`src/rtl/seq_mag_compare.sv`:
```
// Bit-serial, MSB-first magnitude comparator with a start/done handshake.
// One operand bit is examined per cycle, and the scan stops at the first differing bit.
module seq_mag_compare #(
  parameter int WIDTH     = 8,
  parameter bit SIGNED_EN = 1'b1
) (
  input  logic             clk,
  input  logic             resetn,
  input  logic             start,
  input  logic [WIDTH-1:0] x,
  input  logic [WIDTH-1:0] y,
  input  logic [2:0]       mode,
  input  logic             signed_cmp,
  output logic             busy,
  output logic             done,
  output logic             eq,
  output logic             lt,
  output logic             gt,
  output logic             result,
  output logic [1:0]       state_dbg
);

  // Handshake: start is sampled only in IDLE; the rising edge that sees it captures
  // x, y, mode and signed_cmp. done pulses for one cycle together with a fresh result.
  typedef enum logic [1:0] {
    IDLE = 2'd0,
    SCAN = 2'd1,
    DONE = 2'd2
  } state_t;

  localparam int             IW      = (WIDTH > 1) ? $clog2(WIDTH) : 1;
  localparam logic [IW-1:0]  MSB_IDX = IW'(WIDTH - 1);

  state_t           state, state_n;
  logic [IW-1:0]    idx, idx_n;
  logic [WIDTH-1:0] xr, xr_n, yr, yr_n;
  logic [2:0]       mode_r, mode_n;
  logic             sgn_r, sgn_n;
  logic             done_r, done_n;
  logic             eq_r, eq_n, lt_r, lt_n, gt_r, gt_n, res_r, res_n;
  logic             bit_x, bit_y, gt_bit;

  function automatic logic relation(input logic [2:0] m, input logic e,
                                    input logic l, input logic g);
    logic r;
    case (m)
      3'b000:  r = e;
      3'b001:  r = ~e;
      3'b010:  r = l;
      3'b011:  r = l | e;
      3'b100:  r = g;
      3'b101:  r = g | e;
      default: r = 1'b0;
    endcase
    return r;
  endfunction

  always_ff @(posedge clk or negedge resetn) begin
    if (!resetn) begin
      state  <= IDLE;
      idx    <= '0;
      xr     <= '0;
      yr     <= '0;
      mode_r <= '0;
      sgn_r  <= 1'b0;
      done_r <= 1'b0;
      eq_r   <= 1'b0;
      lt_r   <= 1'b0;
      gt_r   <= 1'b0;
      res_r  <= 1'b0;
    end else begin
      state  <= state_n;
      idx    <= idx_n;
      xr     <= xr_n;
      yr     <= yr_n;
      mode_r <= mode_n;
      sgn_r  <= sgn_n;
      done_r <= done_n;
      eq_r   <= eq_n;
      lt_r   <= lt_n;
      gt_r   <= gt_n;
      res_r  <= res_n;
    end
  end

  always_comb begin
    state_n = state;
    idx_n   = idx;
    xr_n    = xr;
    yr_n    = yr;
    mode_n  = mode_r;
    sgn_n   = sgn_r;
    done_n  = 1'b0;
    eq_n    = eq_r;
    lt_n    = lt_r;
    gt_n    = gt_r;
    res_n   = res_r;
    bit_x   = xr[idx];
    bit_y   = yr[idx];
    // A two's-complement sign bit weighs negative, so its sense flips at the MSB.
    gt_bit  = (sgn_r && (idx == MSB_IDX)) ? (~bit_x & bit_y) : (bit_x & ~bit_y);

    case (state)
      IDLE: begin
        if (start) begin
          xr_n    = x;
          yr_n    = y;
          mode_n  = mode;
          sgn_n   = signed_cmp & SIGNED_EN;
          idx_n   = MSB_IDX;
          state_n = SCAN;
        end
      end
      SCAN: begin
        if (bit_x != bit_y) begin
          eq_n    = 1'b0;
          gt_n    = gt_bit;
          lt_n    = ~gt_bit;
          res_n   = relation(mode_r, 1'b0, ~gt_bit, gt_bit);
          done_n  = 1'b1;
          state_n = DONE;
        end else if (idx == '0) begin
          eq_n    = 1'b1;
          gt_n    = 1'b0;
          lt_n    = 1'b0;
          res_n   = relation(mode_r, 1'b1, 1'b0, 1'b0);
          done_n  = 1'b1;
          state_n = DONE;
        end else begin
          idx_n = idx - IW'(1);
        end
      end
      DONE: state_n = IDLE;
      default: state_n = IDLE;
    endcase
  end

  assign busy      = (state != IDLE);
  assign done      = done_r;
  assign eq        = eq_r;
  assign lt        = lt_r;
  assign gt        = gt_r;
  assign result    = res_r;
  assign state_dbg = state;

endmodule

```
`config.mk`:
```
export PLATFORM = sky130hd
export DESIGN_NAME = seq_mag_compare
export DESIGN_NICKNAME = d
export VERILOG_FILES = /design/src/rtl/seq_mag_compare.sv
export SDC_FILE = /design/constraint.sdc
export NUM_CORES = 1
export LEC_CHECK = 0
export ABC_AREA = 1
export BUFFER_PORTS_ARGS = -buffer_cell sky130_fd_sc_hd__buf_4
export CAP_MARGIN = 0
export CORE_ASPECT_RATIO = 1.25
export CORE_UTILIZATION = 45
export CTS_CLUSTER_SIZE = 40
export DETAILED_ROUTE_END_ITERATION = 12
export PLACE_DENSITY = 0.73
export SKIP_CTS_REPAIR_TIMING = 1
export SYNTH_ARGS = -nofsm -noshare
export SYNTH_HDL_FRONTEND = slang
export SYNTH_SLANG_ARGS = --single-unit
```
`constraint.sdc`:
```
create_clock -name clk -period 3.5 [get_ports clk]
set_input_delay 0 -clock clk [delete_from_list [all_inputs] [get_ports clk]]
set_output_delay 0 -clock clk [all_outputs]
set_load 0.1 [all_outputs]
```
# After elaboration in Yosys (flattened, before gate mapping)
# Index checks and enable logic that the tools add are counted.
dict set report classes {
  addsub 1
  order_cmp 1
  eq_ne 12
  n_mux 25
  bitwise 5
  reduce_logical 14
}
# op n
set op_table {}
lappend op_table {{2-to-1 mux 1 bit} 14}
lappend op_table {{equality test 3 bit (second input constant)} 3}
lappend op_table {{2-to-1 mux 3 bit} 3}
lappend op_table {{binary-select mux 1 bit (select 3 bit)} 2}
lappend op_table {{equality test 3 x 2 -> 1 bit (second input constant)} 2}
lappend op_table {{zero test 3 bit} 2}
lappend op_table {{2-to-1 mux 2 bit} 3}
lappend op_table {{!= test 2 bit (second input constant)} 3}
lappend op_table {{one-hot mux 3 bit (2 select lines)} 1}
lappend op_table {{AND reduction 2 bit} 3}
lappend op_table {{nonzero test 2 bit} 3}
lappend op_table {{less-than comparator 3 x 4 -> 1 bit (second input constant)} 1}
lappend op_table {{one-hot mux 2 bit (2 select lines)} 1}
lappend op_table {{AND reduction 4 bit} 1}
lappend op_table {{OR reduction 2 bit} 2}
lappend op_table {{equality test 3 x 1 -> 1 bit (second input constant)} 1}
lappend op_table {{!= test 3 bit (second input constant)} 1}
lappend op_table {{inverter 1 bit} 3}
lappend op_table {{one-hot mux 1 bit (3 select lines)} 1}
lappend op_table {{OR reduction 3 bit} 1}
lappend op_table {{subtractor 3 x 1 -> 3 bit (second input constant)} 1}
lappend op_table {{AND 1 bit} 2}
lappend op_table {{equality test 2 x 1 -> 1 bit (second input constant)} 1}
lappend op_table {{zero test 2 bit} 1}
lappend op_table {{other kinds (2)} 2}
dict set report word_totals {
  register_bits 30
  in_bits 23
  output_inout_bits 8
  elab_cells 69
}

# Longest topological paths before layout
# Gate-level depths: netlist of the first run.
dict set report depth {
  ltp_word 8
  ltp_mapped 16
  ltp_nobuf 14
}

# Worst setup path after synthesis of the first run
# No wires, ideal clock.
dict set report synth_path {
  path_kind {register to register}
  start {register idx[0]}
  end {register gt_r (netlist: gt)}
  setup_ns 0.082
  arrival_ns 1.890
  required_time_ns 3.418
  setup_slack_ns 1.528
  stages_incl_launch_ff 15
  path_buffers 2
  synth_period_minus_slack_ns 1.972
  path_cell_list {dfrtp_1 -> buf_2 -> inv_2 -> buf_6 -> nor2_1 -> o22ai_1 -> inv_1 -> o21ai_2 -> inv_1 -> ha_1 -> nand2_2 -> nand2_2 -> inv_1 -> nor2_1 -> a31oi_1}
}
dict set report synth_between {
  elab_chain_len 6
}
# element line
set synth_rtl {}
lappend synth_rtl {{start: declaration} 35} ;# logic [IW-1:0] idx, idx_n;
lappend synth_rtl {{start signal: assignment} 73} ;# idx <= idx_n;
lappend synth_rtl {{binary-select mux 1 bit (select 3 bit), on equally long branches} {99, 98}}
lappend synth_rtl {{2-to-1 mux 1 bit, on equally long branches} {99, 98}}
lappend synth_rtl {{inverter 1 bit} 101} ;# gt_bit = (sgn_r && (idx == MSB_IDX)) ? (~bit_x & bit_y) : (bit_x & ~bit_y);
lappend synth_rtl {{AND 1 bit} 101}
lappend synth_rtl {{2-to-1 mux 1 bit} 101}
lappend synth_rtl {{2-to-1 mux 1 bit} 115} ;# if (bit_x != bit_y) begin
lappend synth_rtl {{end signal: assignment} 81} ;# gt_r <= gt_n;
lappend synth_rtl {{end: declaration} 40} ;# logic eq_r, eq_n, lt_r, lt_n, gt_r, gt_n, res_r, res_n;
# Parallel ways exist; a longest one is shown, timed or not. The select of a mux whose other input is x is not followed.
# A chain may end at the register's enable or synchronous reset.

# Worst setup path in the final report of the first run
dict set report layout_path {
  start {register idx[0]}
  end {register idx[2]}
}
dict set report layout_between {
  elab_chain_len 5
}
# element line
set layout_rtl {}
lappend layout_rtl {{binary-select mux 1 bit (select 3 bit), on equally long branches} {98, 99}}
lappend layout_rtl {{2-to-1 mux 1 bit, on equally long branches} {98, 99}}
lappend layout_rtl {{!= test 1 bit} 115}
lappend layout_rtl {{!= test 2 bit (no source line)} --}
lappend layout_rtl {{AND reduction 4 bit (no source line)} --}
# Parallel ways exist; a longest one is shown, timed or not. The select of a mux whose other input is x is not followed.

==> impl_metrics.toml, run 1 <==
[detailed_routing]
routed_wl_mm = 3.05
via_count = 1214
drc = 0
first_iter_violations = 30
dr.pass1.iters = 4
ant_nets = 0
vias_per_cell = 5.14
wl_per_cell_um = 12.9

[cells_and_area]
final_cell_mix = "dfrtp_1 (30), buf_4 (30), dlygate4sd3_1 (20), inv_1 (17), mux2_4 (15)"
drive_gt1_frac = 0.327
regArea_um2 = 751
fill_cells = 267
layout.nets = 230
antenna_cells = 0
area_growth_pct = 33.2
multiInputGateArea_um2 = 688

[worst_hold_path]
min_to = "mode_r[2]"
min_from = "mode[2]"
hold_depth = 3
holdCritPathClass = "input port to flip-flop"

[timing]
finalHoldWorstSlack_ns = -0.0134
min_period_ns = 2.13
rsz0062_at_grt = "no"
setup_viol = 0
final-hold-violation-count = 1
drv_slew = 0
fin_skew_ns = 0.00620
worst_pin_slew_ns = 0.712
slew-limit-headroom = 0.524
fmax_mhz = 469
finalCritPeriodShare = 0.610
timing.setup.tns_ns = 0

[die]
rows = 23
die_x_um = 54.5
pin_count = 31
core_area_mm2 = 0.00325
start_util = 0.477
dieHeight_um = 67.7
die_area_mm2 = 0.00369

[yosys]
avgSynthCellArea_um2 = 10.6
yosysSeqAreaShare = 0.483
synth.distinct_cells = 20
yosys_warnings = 0
synth_nets = 177
ys_ff_latch = 30
synth_area_mm2 = 0.00155
syn_inst = 147

[clocking]
clock-sinks = 30
cts_buffers = 5
h-tree-depth = 2
cts_tree = "built"
clockBufferDepth = 2
clk_latency_ns = 0.27
root_buffer = "clkbuf_8"
path_clk_slew_ns = 0.06

[global_route]
grt_pass1_wl_mm = 4.85
grt_pass1_vias = 1134
grt_max_degree = 31
globalRoute.totalOverflow = 0
antenna_found_initial = 0
grt_usage = 0.188

[critical_path]
critPathKind = "flip-flop to flip-flop"
cp-start-kind = "flip-flop"
reg2reg_to = "idx[2]"
reg2reg_depth = 12
reg2reg_setup_slack_ns = 1.37
cp_max_fo = 12
crit_required_ns = 3.62
r2r-start = "idx[0]"
end_kind = "flip-flop"
critPathLaunch = "idx[0]"
worstPathArrival_ns = 2.26

[outcome]
run_status = "finished with violations"
violations = "negative hold slack"

[place]
hpwl_mm = 2.11
gp_congestion = 0.811
numPortBuffers = 30

[flow_run]
drv_cap = 0
metal layers:
layer  up-vias  routed length (um)  track usage
li1        591                   -            -
met4         0                  64       0.0929
met2        36                1650        0.323
met3        10                 112       0.0563
met5         -                   0            0
met1       577                1220        0.203
worst max path at each step:
stage                   to  slack [ns]  depth (start not counted)
finish              idx[2]        1.37                         12
global route        result        1.18                         11
CTS                 idx[2]        1.38                         12
detailed placement  idx[2]        1.38                         12
global placement    idx[2]        1.50                         12
floorplan               gt        1.53                         14
cell usage after synthesis (all sizes together):
library cell	number	area share
ha	7	0.056
nand4	2	0.0081
a31oi	3	0.012
nand2	17	0.046
a21oi	3	0.0097
dfrtp	30	0.48
nand3	7	0.023
o22ai	4	0.016
nor2	16	0.042
mux2	18	0.17
o21ai	16	0.064
buf	4	0.025
inv	20	0.048
per-stage QoR:
| step | instances | cell area (um2) | hold WS [ns] | utilization | setup slack, ns |
|---|---|---|---|---|---|
| global route | 236 | 2070 | 0.0228 | 0.636 | 1.18 |
| CTS | 216 | 1870 | -0.344 | 0.574 | 1.38 |
| finish | 236 | 2070 | -0.0134 | 0.636 | 1.37 |
| floorplan | 147 | 1550 | -0.296 | - | 1.53 |
| detailed placement | 210 | 1790 | -0.0512 | 0.549 | 1.38 |
| global placement | 210 | 1790 | -0.0631 | 0.549 | 1.50 |
sequential cells by signal, summed over array words and instances (netlist names):
name,cells
eq,1
result,1
yr,8
lt,1
state_dbg,2
sgn_r,1
mode_r,3
idx,3
xr,8
gt,1
done,1
kinds of logic after synthesis:
family                   share of synthesized area
adder cells (fa/ha/maj)                     0.0564
AND/OR/NAND/NOR                              0.118
flip-flops                                   0.483
multiplexers                                 0.167
AO/OA/AOI/OAI                                0.102
buffers and inverters                       0.0733
final cells by class:
cell class | instances | area share
multi-input combinational | 93 | 0.333
sequential | 30 | 0.363
timing repair buffer | 50 | 0.206
tap | 37 | 0.0224
inverter | 20 | 0.0363
clock buffer | 6 | 0.0399
worst max-delay path, stage by stage (launching register included):
cell	delay (ns)
dfrtp_1	0.48
inv_2	0.20
o21ai_0	0.10
o22ai_1	0.15
nand2_1	0.11
o21ai_2	0.08
inv_1	0.06
ha_1	0.32
nand2_2	0.09
o21ai_4	0.19
nand2_1	0.07
nand2_1	0.07
nand3_1	0.06
Power of run 1 is not shown: default switching activity piles up to over one toggle a cycle in this logic, so the estimate is an artifact.
==> run 2, diff against run 1 <==
- PLACE_DENSITY: 0.73 -> 0.76
- clock period: 3.5 -> 1.9 ns (I/O delays scaled with it)
==> run 2 against run 1 <==
Hold slack gained 0.00073 ns. Sequential share of layout area shrank 1.9 points. The flow still finishes with violations (negative hold slack). Largest cell class unchanged. Core utilization grew 3.7 points. Highest routed layer unchanged.
==> impl_metrics.toml, run 2 (synthesis results as in run 1) <==
[outcome]
run_status = "finished with violations"
violations = "negative hold slack"

[cells_and_area]
layout_commonest_cell = "buf_4"
fin_cells = 246
drive_gt1_frac = 0.392
area_growth_pct = 40.9
layout.nets = 239
antenna_cells = 0
final_core_util = 0.673
top_regs = "xr x8, yr x8"
final_cell_mix = "buf_4 (35), dfrtp_1 (29), dlygate4sd3_1 (20), mux2_4 (15)"

[timing]
fin_skew_ns = 0.00753
setup_viol = 0
slew-limit-headroom = 0.750
finalHoldWorstSlack_ns = -0.0126
min_period_ns = 1.89
fmax_mhz = 529
fin_ws_ns = 0.0108
worst_pin_slew_ns = 0.375
rsz0062_at_grt = "yes"
finalCritPeriodShare = 0.994
final-hold-violation-count = 1
drv_slew = 0

[clocking]
cts_tree = "built"
clock-sinks = 30
clk_latency_ns = 0.28
path_clk_slew_ns = 0.06
h-tree-depth = 2
clockBufferDepth = 2
cts_buffers = 5
root_buffer = "clkbuf_8"

[worst_hold_path]
holdCritPathClass = "input port to flip-flop"

[critical_path]
end_kind = "flip-flop"
crit_slowest_cell = "dfrtp_2"
cp.buffers_inverters = 2
critPathKind = "flip-flop to flip-flop"
cp_max_fo = 7
crit_required_ns = 2.07
slowest_delay_ns = 0.44
cp_top_family = "compound AO/OA/AOI/OAI gates"
path_cells = "buf_6, o21ai_0, o22ai_1, inv_1, o21ai_4, ha_4, nand2_4, nand2_2, a31oi_1, a21oi_2"
worstPathArrival_ns = 2.06
cp-start-kind = "flip-flop"

[place]
dp.cells = 215
gp_congestion = 0.815
dp_worst_setup_slack_ns = -0.0398
numPortBuffers = 30
hpwl_mm = 2.21

[detailed_routing]
via_count = 1250
wl_per_cell_um = 13.0
drc = 0
ant_nets = 0
routed_wl_mm = 3.20
dr.pass1.iters = 4
first_iter_violations = 18
vias_per_cell = 5.08

[die]
pin_count = 31
die_x_um = 54.5
dieHeight_um = 67.7
core_area_mm2 = 0.00325
die_area_mm2 = 0.00369
start_util = 0.477
rows = 23

[global_route]
grt_pass1_vias = 1162
grt_pass1_wl_mm = 5.03
globalRoute.totalOverflow = 0
grt_usage = 0.195
grt_max_degree = 31
antenna_found_initial = 0

[flow_run]
drv_cap = 0
[run 2: area by class of cell]
type                            count  area [um2]
Inverter                           20        75.1
Multi-Input combinational cell     93         726
Timing Repair Buffer               58         505
Clock buffer                        7        76.3
Sequential cell                    30         752
Timing Repair inverter              1        7.51
Tap cell                           37        46.3
Fill cell                         262        1060
[run 2: through the flow]
step / TNS (ns) / hold slack, ns / cell area [um2]
floorplan: -0.00564 / -0.296 / 1580
global placement: 0 / -0.0614 / 1850
detailed placement: -0.0398 / -0.0483 / 1850
finish: 0 / -0.0126 / 2190
global route: -0.455 / 0.0273 / 2190
CTS: -0.111 / -0.354 / 1930
[run 2: final timing paths]
| kind | startpoint | endpoint | slack, ns | cells after the start |
|---|---|---|---|---|
| setup / recovery | idx[0] | result | 0.01 | 10 |
| hold / removal | mode[1] | mode_r[1] | -0.01 | 3 |
| setup reg to reg | idx[0] | result | 0.01 | 10 |
| hold reg to reg | eq | eq | 0.50 | 2 |
| max in group asynchronous | resetn | idx[0] | 1.41 | 2 |
| min in group asynchronous | resetn | result | 0.18 | 2 |
[run 2: layer usage]
layer  global-route usage  vias to the layer above  routed length (um)  part of all wire
met3               0.0743                        4                 132             0.041
met1                0.222                      609                1310              0.41
li1                     -                      609                   -                 -
met2                0.332                       28                1750              0.54
met4               0.0577                        0                  21            0.0066
met5                    0                        -                   0                 0
[run 2: tightest hold or removal path, stage by stage]
cell and delay [ns]:
buf_4 0.08, nor2_1 0.04, a21oi_1 0.11
Power of run 2 is left out for the same reason.
==> run 3, diff against run 2 <==
- CORE_ASPECT_RATIO: 1.25 -> default
- SETUP_SLACK_MARGIN: default -> 0.2
- TNS_END_PERCENT: default -> 50
==> run 3 against run 2 <==
The run ends with negative setup slack left. Global-route usage decreased by 1.1 points. Hold slack improved by 0.12 ns. Count of clock-buffer cells in the layout grew 1. Flip-flop and latch count stayed put. Critical path type unchanged. Clock skew grew 0.0055 ns.
==> impl_metrics.toml, run 3 (synthesis results as in run 1) <==
[outcome]
run_status = "finished with violations"
violations = "negative setup slack"

[detailed_routing]
first_iter_violations = 36
vias_per_cell = 5.06
wl_per_cell_um = 13.5
dr.pass1.iters = 4
drc = 0
routed_wl_mm = 3.50
ant_nets = 0
via_count = 1310

[worst_hold_path]
holdCritPathClass = "input port to async pin"

[place]
dp_worst_setup_slack_ns = -0.0717
numPortBuffers = 30
gp_congestion = 0.917
hpwl_mm = 2.09

[global_route]
grt_pass1_wl_mm = 4.84
grt_max_degree = 31
grt_pass1_vias = 1073
grt_usage = 0.185
globalRoute.totalOverflow = 0
antenna_found_initial = 0

[die]
pin_count = 31
die_area_mm2 = 0.00369
core_area_mm2 = 0.00315
dieHeight_um = 60.7
die_x_um = 60.7
start_util = 0.492
rows = 20

[clocking]
clockBufferDepth = 2
path_clk_slew_ns = 0.10
clock-sinks = 30
h-tree-depth = 2
clk_latency_ns = 0.35
cts_buffers = 5
root_buffer = "clkbuf_4"
cts_tree = "built"

[critical_path]
crit_required_ns = 2.12
cp-start-kind = "flip-flop"
worstPathArrival_ns = 2.30
cp_max_fo = 6
critPathKind = "flip-flop to flip-flop"
end_kind = "flip-flop"

[timing]
slew-limit-headroom = 0.745
fin_skew_ns = 0.0130
final-hold-violation-count = 0
worst_pin_slew_ns = 0.383
fmax_mhz = 479
rsz0062_at_grt = "yes"
setup_viol = 9
fin_ws_ns = -0.186
min_period_ns = 2.09
drv_slew = 0
finalCritPeriodShare = 1.10

[cells_and_area]
antenna_cells = 0
area_growth_pct = 45.3
final_cell_mix = "buf_4 (40), dfrtp_1 (27), dlygate4sd3_1 (21), mux2_4 (15)"
layout.nets = 244
drive_gt1_frac = 0.437
layout_commonest_cell = "buf_4"
top_regs = "xr x8, yr x8"

[flow_run]
drv_cap = 0
==> run 3: per-layer routing <==
metal  wire length, um  vias to the layer above  GRT usage
li1                  -                      623          -
met1              1470                      640      0.237
met2              1740                       36      0.276
met3               186                       11     0.0576
met4               100                        0      0.107
met5                 0                        -          0
==> run 3: layout make-up <==
type | instances | area, um2
Clock buffer | 8 | 78.8
Timing Repair Buffer | 64 | 544
Tap cell | 44 | 55.1
Inverter | 20 | 82.6
Fill cell | 233 | 897
Sequential cell | 30 | 754
Multi-Input combinational cell | 93 | 741
==> run 3: worst max-delay path, stage by stage, from the launching register on <==
cell	delay, ns
dfrtp_2	0.48
buf_6	0.15
o21ai_0	0.27
o22ai_1	0.14
nand2_1	0.09
o21ai_2	0.08
ha_4	0.29
nand2_4	0.06
o21ai_4	0.17
nand2_1	0.08
nand2_1	0.08
nand3_2	0.06
==> run 3: per-stage QoR <==
step / hold slack (ns) / util / TNS (ns) / area (um2) / cells
global route: 0.149 / 0.715 / -1.91 / 2260 / 259
CTS: -0.432 / 0.617 / -0.161 / 1950 / 232
global placement: -0.0628 / 0.592 / 0 / 1870 / 224
floorplan: -0.296 / - / -0.00503 / 1580 / 147
detailed placement: -0.0538 / 0.592 / -0.113 / 1870 / 224
finish: 0.112 / 0.715 / -0.891 / 2260 / 259
==> run 3: final timing paths <==
kind                       startpoint      endpoint  slack [ns]  cells past startpoint
max                            idx[0]        idx[2]       -0.19                     11
min                            resetn         xr[7]        0.11                      2
max reg2reg                    idx[0]        idx[2]       -0.19                     11
min reg2reg                        lt            lt        0.50                      2
max in group asynchronous      resetn  state_dbg[0]        1.47                      2
min in group clk                start        idx[2]        0.16                      4
Power of run 3 is left out for the same reason.
